--- src/rtl/nibble_serial_tx_pkg.sv ---
// Shared types and constants for the nibble serial transmitter.
// Holds the FSM state enum, line levels and the frame length helper.
package nibble_serial_tx_pkg;

    typedef enum logic [2:0] {
        IDLE,
        START,
        DATA,
        PARITY,
        STOP
    } tx_state_t;

    localparam logic LINE_IDLE = 1'b1;
    localparam logic START_BIT = 1'b0;
    localparam logic STOP_BIT  = 1'b1;

    function automatic int frame_len(
        input int data_w,
        input int clks_per_bit,
        input int parity_en
    );
        return (2 + data_w + parity_en) * clks_per_bit;
    endfunction

endpackage

--- src/rtl/nibble_serial_tx_bit_timer.sv ---
// Per-bit cycle counter for the serial transmitter.
// Pulses bit_end on the last clock of every line bit.
module bit_timer #(
    parameter int CLKS_PER_BIT = 4
) (
    input  logic clk,
    input  logic rst,
    input  logic restart,
    input  logic run,
    output logic bit_end
);

    localparam int CW = (CLKS_PER_BIT > 1) ? $clog2(CLKS_PER_BIT) : 1;
    localparam logic [CW-1:0] LAST = CW'(CLKS_PER_BIT - 1);

    logic [CW-1:0] cnt_q;

    assign bit_end = run && (cnt_q == LAST);

    always_ff @(posedge clk) begin
        if (rst || restart) begin
            cnt_q <= '0;
        end else if (run) begin
            if (cnt_q == LAST) begin
                cnt_q <= '0;
            end else begin
                cnt_q <= cnt_q + CW'(1);
            end
        end
    end

endmodule

--- src/rtl/nibble_serial_tx.sv ---
// Framed serial transmitter: start, data LSB first, even parity, stop.
// Line output is registered so it never follows the inputs combinationally.
module nibble_serial_tx
    import nibble_serial_tx_pkg::*;
#(
    parameter int DATA_W       = 4,
    parameter int CLKS_PER_BIT = 4,
    parameter int PARITY_EN    = 1
) (
    input  logic              clk,
    input  logic              rst,
    input  logic              in_valid,
    output logic              in_ready,
    input  logic [DATA_W-1:0] in_vector,
    output logic              out_serial,
    output logic              out_busy,
    output logic              out_done
);

    localparam int BW = (DATA_W > 1) ? $clog2(DATA_W) : 1;
    localparam logic [BW-1:0] LAST_BIT = BW'(DATA_W - 1);

    tx_state_t         state_q, state_d;
    logic [DATA_W-1:0] shift_q, shift_d, shift_nxt;
    logic [BW-1:0]     bit_q, bit_d;
    logic              par_q, par_d;
    logic              line_q, line_d;
    logic              accept;
    logic              bit_end;

    assign in_ready   = (state_q == IDLE) && !rst;
    assign accept     = in_valid && in_ready;
    assign out_busy   = (state_q != IDLE);
    assign out_done   = (state_q == STOP) && bit_end && !rst;
    assign out_serial = line_q;
    assign shift_nxt  = shift_q >> 1;

    bit_timer #(
        .CLKS_PER_BIT(CLKS_PER_BIT)
    ) u_bit_timer (
        .clk    (clk),
        .rst    (rst),
        .restart(accept),
        .run    (out_busy),
        .bit_end(bit_end)
    );

    // line_d is the level the line takes in the state being entered
    always_comb begin
        state_d = state_q;
        shift_d = shift_q;
        bit_d   = bit_q;
        par_d   = par_q;
        line_d  = line_q;
        unique case (state_q)
            IDLE: begin
                line_d = LINE_IDLE;
                if (accept) begin
                    state_d = START;
                    shift_d = in_vector;
                    par_d   = ^in_vector;
                    bit_d   = '0;
                    line_d  = START_BIT;
                end
            end
            START: begin
                if (bit_end) begin
                    state_d = DATA;
                    line_d  = shift_q[0];
                end
            end
            DATA: begin
                if (bit_end) begin
                    if (bit_q == LAST_BIT) begin
                        bit_d = '0;
                        if (PARITY_EN != 0) begin
                            state_d = PARITY;
                            line_d  = par_q;
                        end else begin
                            state_d = STOP;
                            line_d  = STOP_BIT;
                        end
                    end else begin
                        bit_d   = bit_q + BW'(1);
                        shift_d = shift_nxt;
                        line_d  = shift_nxt[0];
                    end
                end
            end
            PARITY: begin
                if (bit_end) begin
                    state_d = STOP;
                    line_d  = STOP_BIT;
                end
            end
            STOP: begin
                if (bit_end) begin
                    state_d = IDLE;
                    line_d  = LINE_IDLE;
                end
            end
            default: begin
                state_d = IDLE;
                line_d  = LINE_IDLE;
            end
        endcase
    end

    always_ff @(posedge clk) begin
        if (rst) begin
            state_q <= IDLE;
            shift_q <= '0;
            bit_q   <= '0;
            par_q   <= 1'b0;
            line_q  <= LINE_IDLE;
        end else begin
            state_q <= state_d;
            shift_q <= shift_d;
            bit_q   <= bit_d;
            par_q   <= par_d;
            line_q  <= line_d;
        end
    end

endmodule
--- config.mk ---
export PLATFORM = sky130hd
export DESIGN_NAME = nibble_serial_tx
export DESIGN_NICKNAME = d
export VERILOG_FILES = /design/src/rtl/nibble_serial_tx_pkg.sv /design/src/rtl/nibble_serial_tx_bit_timer.sv /design/src/rtl/nibble_serial_tx.sv
export SDC_FILE = /design/constraint.sdc
export NUM_CORES = 1
export LEC_CHECK = 0
export BUFFER_PORTS_ARGS = -buffer_cell sky130_fd_sc_hd__buf_2
export CORE_MARGIN = 2
export CORE_UTILIZATION = 45
export DETAILED_ROUTE_END_ITERATION = 8
export HOLD_SLACK_MARGIN = 0.08
export PLACE_DENSITY = 0.64
export SYNTH_ARGS = -nofsm -noshare
export SYNTH_HDL_FRONTEND = slang
export SYNTH_SLANG_ARGS = --single-unit
export TNS_END_PERCENT = 10
--- constraint.sdc ---
create_clock -name clk -period 1.95 [get_ports clk]
set_clock_uncertainty 0.2 [all_clocks]
set_input_delay 0.0975 -clock clk [delete_from_list [all_inputs] [get_ports clk]]
set_output_delay 0.0975 -clock clk [all_outputs]
set_load 0.005 [all_outputs]
# [Word level (Yosys, flattened, before mapping)]
# Index checks and enable logic that the tools add are counted.
[word_totals] ff_bits=13 inputBits=7 output_inout_bits=4 wordCells=61
[op_classes] add_sub_neg=2 n_eq_ne=14 muxes=22 reduce_logical=17
[ops] op="two-way mux 3 bit" count=6
[ops] op="case mux 3 bit (5 select lines)" count=1
[ops] op="two-way mux 4 bit" count=3
[ops] op="!= test 2 bit, second input constant" count=6
[ops] op="two-way mux 2 bit" count=4
[ops] op="case mux 4 bit (2 select lines)" count=1
[ops] op="equality test 3 x 2 -> 1 bit, second input constant" count=2
[ops] op="AND reduction 3 bit" count=2
[ops] op="AND reduction 6 bit" count=1
[ops] op="logical AND 1 bit" count=5
[ops] op="two-way mux 1 bit" count=5
[ops] op="adder 2 x 1 -> 2 bit, second input constant" count=2
[ops] op="equality test 2 bit, second input constant" count=2
[ops] op="!= test 2 x 1 -> 1 bit, second input constant" count=2
[ops] op="case mux 1 bit (4 select lines)" count=1
[ops] op="case mux 2 bit (2 select lines)" count=1
[ops] op="AND reduction 4 bit" count=1
[ops] op="parity 4 bit" count=1
[ops] op="equality test 3 x 1 -> 1 bit, second input constant" count=1
[ops] op="equality test 3 bit, second input constant" count=1
[ops] op="logical NOT 3 bit" count=1
[ops] op="nonzero test 3 bit" count=1
[ops] op="AND reduction 2 bit" count=1
[ops] op="nonzero test 2 bit" count=1
[ops] op="3 further kinds" count=3

# [Longest topological paths before layout]
[depth] depth_word=5 ltp_mapped=6 mapped_depth_nobuf=5

# [Hierarchy]
# From an unflattened synthesis, not the netlist that was laid out.
[hier_totals] cells_unflattened=86 hier_area_um2=762.0
[modules_own_cells] mod="nibble_serial_tx" instances=1 cells_per_inst=77 area_per_inst_um2=660.6 seq_area_each_um2=220.2
[modules_own_cells] mod="bit_timer" instances=1 cells_per_inst=9 area_per_inst_um2=101.3 seq_area_each_um2=40.0

# [Worst setup path after synthesis]
# Ideal clock, no wire load.
[synth_timing] path_type="reg-to-reg" start="reg u_bit_timer.cnt_q[0]" end="reg state_q[0]" setup_ns=0.114 arrival_ns=1.154 t_required_ns=1.636 slack_ns=0.482 path_stages_with_launch=5 n_path_buf=0 synth_period_minus_slack_ns=1.468 path_cell_list="dfxtp_1 ha_1 and2_2 a211oi_1 a2111oi_0"
[synth_via] elab_chain_len=4 word_cells_on_any_way=7 classes_between="5 x eq/ne; 2 x reduce/logical"
[synth_lines] item="from (decl)" line_no="nibble_serial_tx_bit_timer.sv:16" source="logic [CW-1:0] cnt_q;"
[synth_lines] item="from (signal assigned)" line_no="nibble_serial_tx_bit_timer.sv:27" source="cnt_q <= cnt_q + CW'(1);"
[synth_lines] item="equality test 2 bit (*)" line_no="nibble_serial_tx_bit_timer.sv:18" source="assign bit_end = run && (cnt_q == LAST);"
[synth_lines] item="logical AND 1 bit (*)" line_no="nibble_serial_tx_bit_timer.sv:18"
[synth_lines] item="!= test 2 bit (no line)"
[synth_lines] item="AND reduction 6 bit (no line) (*)"
[synth_lines] item="to (signal assigned)" line_no="nibble_serial_tx.sv:117" source="state_q <= state_d;"
[synth_lines] item="to (decl)" line_no="nibble_serial_tx.sv:23" source="tx_state_t state_q, state_d;"
# Every way passes the cells marked *; elsewhere a longest branch is shown, timed or not.
# A chain may end at the register's enable or synchronous reset.

# [Worst setup path in the final report]
# Same ends and word-level chain as after synthesis.

==> tab_implementation.tex <==
\begin{tabular}{lr}
\hline
Metric & Value \\
\hline
\multicolumn{2}{l}{\textbf{Status}} \\
\quad Outcome & finished clean \\
\multicolumn{2}{l}{\textbf{Layout}} \\
\quad Area taken by multi-input logic gates & 412.9 µm² \\
\quad Post-synthesis to final-layout area growth & 17.35\% \\
\quad Final net count & 110 \\
\quad Sequential cell area & 260.3 µm² \\
\quad Antenna diode count & 0 \\
\quad Layout cells sized above 1 & 17.00\% \\
\quad Total of fill cells in the finished design & 138 \\
\multicolumn{2}{l}{\textbf{STA}} \\
\quad Worst max-slew margin expressed relative to the limit & 77.50\% \\
\quad Transition at the pin with the smallest max-transition slack & 0.3291 ns \\
\quad Worst Setup Slack, final & 0.2496 ns \\
\quad Final critical path time including I/O delays and setup & 1.700 ns \\
\quad Count of pins over their slew limit & 0 \\
\quad Fin. Hold Viols & 0 \\
\quad Final worst-path cycle share & 87.20\% \\
\quad Peak clock frequency supported by timing & 0.5881 GHz \\
\quad Setup-violating endpoint count in the final report & 0 \\
\quad Fin Setup TNS & 0 ns \\
\quad Unrepaired setup endpoints after global routing & no \\
\multicolumn{2}{l}{\textbf{Clock network}} \\
\quad Clk root buf & sky130\_fd\_sc\_hd\_\_clkbuf\_4 \\
\quad Clk buf depth & 2 \\
\quad Num CTS Buffers & 3 \\
\quad Sink Count & 13 \\
\quad Clock latency at the later pin of the worst-skew pair & 0.27 ns \\
\quad Number of setup buffers added after CTS & 0 \\
\quad Number of H-tree levels & 1 \\
\quad Clock transition time at the flip-flop clock pins of the worst setup and hold paths & 0.08 ns \\
\quad TritonCTS clock tree & yes \\
\multicolumn{2}{l}{\textbf{Synth}} \\
\quad Sequential share of the synthesized area & 36.81\% \\
\quad Area share of the largest cell type after synthesis & 36.81\% \\
\quad \#FFs+latches synth & 13 \\
\quad Parity-gate share of the synthesized area counting xor and xnor cells & 4.956\% \\
\quad Synthesis Warnings & 0 \\
\quad Area share of and/or/nand/nor cells after synthesis & 29.38\% \\
\quad Yosys top cell by area & sky130\_fd\_sc\_hd\_\_dfxtp\_1 \\
\quad Share of the synthesized area in compound gates (AO/OA/AOI/OAI) & 19.12\% \\
\quad Fraction of the mapped netlist area in adder cells & 3.540\% \\
\quad Synth top area cells & sky130\_fd\_sc\_hd\_\_dfxtp\_1 (37\%), sky130\_fd\_sc\_hd\_\_nor2\_1 (6.4\%), sky130\_fd\_sc\_hd\_\_nand2\_1 (4.8\%) \\
\quad Average size of a mapped cell & 8.416 µm² \\
\quad Cell count after synthesis & 84 \\
\quad Number of library cell types mapped by synthesis & 32 \\
\quad Synthesized Nets & 93 \\
\quad Mux cell area share after synthesis & 1.416\% \\
\quad Largest family of logic cells by synthesized area & simple AND/OR/NAND/NOR gates \\
\quad Post-synthesis cell area & 706.9 µm² \\
\multicolumn{2}{l}{\textbf{Setup path}} \\
\quad Critical Path RT & 1.90 ns \\
\quad Crit-path max FO & 9 \\
\quad Start-to-end type of the worst setup path & register to register \\
\quad Worst setup EP type & register \\
\quad Kind of launch point of the worst setup path & register \\
\quad Worst EP arrival & 1.65 ns \\
\multicolumn{2}{l}{\textbf{Power}} \\
\quad Peak supply drop & 0.4026 mV \\
\quad Total power per unit cell area & 647.1 nW/µm² \\
\quad Leakage & 0.3466 nW \\
\multicolumn{2}{l}{\textbf{Global routing}} \\
\quad Maximum number of pins on one net before global-route repair & 16 \\
\quad Global-route usage over all layers & 16.62\% \\
\quad Vias in the first global route & 585 \\
\quad First-pass GRT wire length & 2.401 mm \\
\quad Number of antenna violations at the first check in global routing & 0 \\
\quad Global route overflow & 0 \\
\multicolumn{2}{l}{\textbf{Die}} \\
\quad Overall die area & 1904 µm² \\
\quad Initial standard-cell utilization of the core & 47.48\% \\
\quad Die outline width & 43.64 µm \\
\quad Core Area & 1489 µm² \\
\quad Std cell rows & 14 \\
\quad Chip Height & 43.64 µm \\
\quad IO Count & 11 \\
\multicolumn{2}{l}{\textbf{Placed design}} \\
\quad Detailed placement HPWL & 950.5 µm \\
\quad Worst slack at placement & 0.2514 ns \\
\quad Quantity of I/O buffers inserted on ports & 10 \\
\quad Last weighted congestion value of the routability-driven placer & 0.7365 \\
\multicolumn{2}{l}{\textbf{Hold path}} \\
\quad Min-delay worst type & register to register \\
\multicolumn{2}{l}{\textbf{Routing}} \\
\quad Average routed wire per standard cell & 11.84 µm \\
\quad Mean number of vias per cell & 5.319 \\
\quad Total wirelength of the detailed-routed design & 1.374 mm \\
\quad Post-detailed-route count of antenna-violating nets & 0 \\
\quad DRC viols & 0 \\
\quad Vias after detailed routing & 617 \\
\quad Initial DRC Count & 6 \\
\quad First-pass iteration count of the detailed router & 4 \\
\multicolumn{2}{l}{\textbf{Job}} \\
\quad Count of max-cap constraint violations & 0 \\
\hline
\end{tabular}
==> final cells by class <==
type,instances,area share (%)
timing repair buffer,16,13.27
clock buffer,4,3.167
sequential,13,31.37
multi-input combinational,67,49.77
tap,16,2.413
==> worst paths after layout <==
check | from | end | slack (ns) | cells after the start
max | u_bit_timer.cnt_q[0]$_SDFFE_PP0P_ | state_q[0]$_SDFFE_PP0P_ | 0.25 | 4
min | bit_q[1]$_SDFFE_PP0P_ | bit_q[1]$_SDFFE_PP0P_ | 0.26 | 2
max reg2reg | u_bit_timer.cnt_q[0]$_SDFFE_PP0P_ | state_q[0]$_SDFFE_PP0P_ | 0.25 | 4
min reg2reg | bit_q[1]$_SDFFE_PP0P_ | bit_q[1]$_SDFFE_PP0P_ | 0.26 | 2
==> report_power, final <==
part / switching (mW) / internal (mW) / leakage (nW)
clock network: 0.0847 / 0.0791 / 0.0150
registers: 0.0110 / 0.279 / 0.107
logic: 0.0404 / 0.0426 / 0.225
total: 0.136 / 0.401 / 0.347
==> cell families after synthesis <==
logic type,Yosys count
adder cells (fa/ha/maj),2
XOR/XNOR,4
buffers and inverters,4
AO/OA/AOI/OAI,19
AND/OR/NAND/NOR,41
multiplexers,1
flip-flops,13
==> routing by layer <==
layer	part of all wire [%]	global-route usage (%)	wire length [µm]	up-vias
li1	-	-	-	326
met1	47	20.16	650	277
met2	47	27.94	652	12
met3	3.7	2.500	51	2
met4	1.4	9.091	19	0
met5	0	0	0	-
==> flip-flops by register name (all words and copies together), names as in the netlist <==
| name | count |
|---|---|
| bit_q | 2 |
| out_serial | 1 |
| par_q | 1 |
| shift_q | 4 |
| state_q | 3 |
| u_bit_timer.cnt_q | 2 |
==> Yosys cell counts <==
cell type	n
sky130_fd_sc_hd__o21bai_1	1
sky130_fd_sc_hd__a21oi_1	5
sky130_fd_sc_hd__and2_2	1
sky130_fd_sc_hd__nor2_2	1
sky130_fd_sc_hd__and2b_1	1
sky130_fd_sc_hd__clkbuf_1	1
sky130_fd_sc_hd__o21a_1	1
sky130_fd_sc_hd__a2111oi_0	1
sky130_fd_sc_hd__buf_4	1
sky130_fd_sc_hd__buf_6	2
sky130_fd_sc_hd__nor3b_1	1
sky130_fd_sc_hd__o21ai_0	3
sky130_fd_sc_hd__nand3_1	5
sky130_fd_sc_hd__nor2_1	12
sky130_fd_sc_hd__a22oi_1	2
sky130_fd_sc_hd__xnor2_1	2
sky130_fd_sc_hd__nand2_1	9
sky130_fd_sc_hd__and3b_1	1
sky130_fd_sc_hd__o21a_4	1
sky130_fd_sc_hd__nand2b_1	1
sky130_fd_sc_hd__a211oi_1	2
sky130_fd_sc_hd__xor2_1	2
sky130_fd_sc_hd__nor3b_2	1
sky130_fd_sc_hd__nand3b_1	1
sky130_fd_sc_hd__a311oi_1	2
sky130_fd_sc_hd__or3_1	1
sky130_fd_sc_hd__dfxtp_1	13
sky130_fd_sc_hd__a211o_1	1
sky130_fd_sc_hd__nor3_1	3
sky130_fd_sc_hd__ha_1	2
sky130_fd_sc_hd__mux2i_1	1
sky130_fd_sc_hd__nor2b_1	3
==> repair_timing <==
action / in CTS / in global routing
gates resized for setup: 0 / 0
hold buffers: 6 / 0
hold endpoints to repair: 13 / 0
==> cell usage in the layout, fill, tap and decap left out <==
cell,instances
sky130_fd_sc_hd__a2111oi_0,1
sky130_fd_sc_hd__a211o_1,1
sky130_fd_sc_hd__a211oi_1,2
sky130_fd_sc_hd__a21oi_1,5
sky130_fd_sc_hd__a22oi_1,2
sky130_fd_sc_hd__a311oi_1,2
sky130_fd_sc_hd__and2_2,1
sky130_fd_sc_hd__and2b_1,1
sky130_fd_sc_hd__and3b_1,1
sky130_fd_sc_hd__buf_2,10
sky130_fd_sc_hd__clkbuf_1,1
sky130_fd_sc_hd__clkbuf_4,3
sky130_fd_sc_hd__dfxtp_1,13
sky130_fd_sc_hd__dlygate4sd3_1,6
sky130_fd_sc_hd__ha_1,2
sky130_fd_sc_hd__mux2i_1,1
sky130_fd_sc_hd__nand2_1,9
sky130_fd_sc_hd__nand2b_1,1
sky130_fd_sc_hd__nand3_1,5
sky130_fd_sc_hd__nand3b_1,1
sky130_fd_sc_hd__nor2_1,12
sky130_fd_sc_hd__nor2_2,1
sky130_fd_sc_hd__nor2b_1,3
sky130_fd_sc_hd__nor3_1,3
sky130_fd_sc_hd__nor3b_1,1
sky130_fd_sc_hd__nor3b_2,1
sky130_fd_sc_hd__o21a_1,1
sky130_fd_sc_hd__o21a_4,1
sky130_fd_sc_hd__o21ai_0,3
sky130_fd_sc_hd__o21bai_1,1
sky130_fd_sc_hd__or3_1,1
sky130_fd_sc_hd__xnor2_1,2
sky130_fd_sc_hd__xor2_1,2
==> stage by stage <==
stage	power, mW	std cells	util [%]	hold slack (ns)	cell area (µm²)
after global placement	0.3705	106	49.92	0.1854	743.2
after CTS	0.5408	116	55.71	0.2684	829.5
after global routing	0.5599	116	55.71	0.3006	829.5
final	0.5368	116	55.71	0.2646	829.5
after floorplan	0.3532	84	-	-0.03036	706.9
after detailed placement	0.3708	106	49.92	0.1931	743.2
==> critical path, cell delays in order, from the launching register on <==
cell and delay (ns):
sky130_fd_sc_hd__dfxtp_1 0.37, sky130_fd_sc_hd__ha_1 0.33, sky130_fd_sc_hd__and2_2 0.25, sky130_fd_sc_hd__a211oi_1 0.08, sky130_fd_sc_hd__a2111oi_0 0.37
Note: power is estimated with default switching activity, not from simulation.
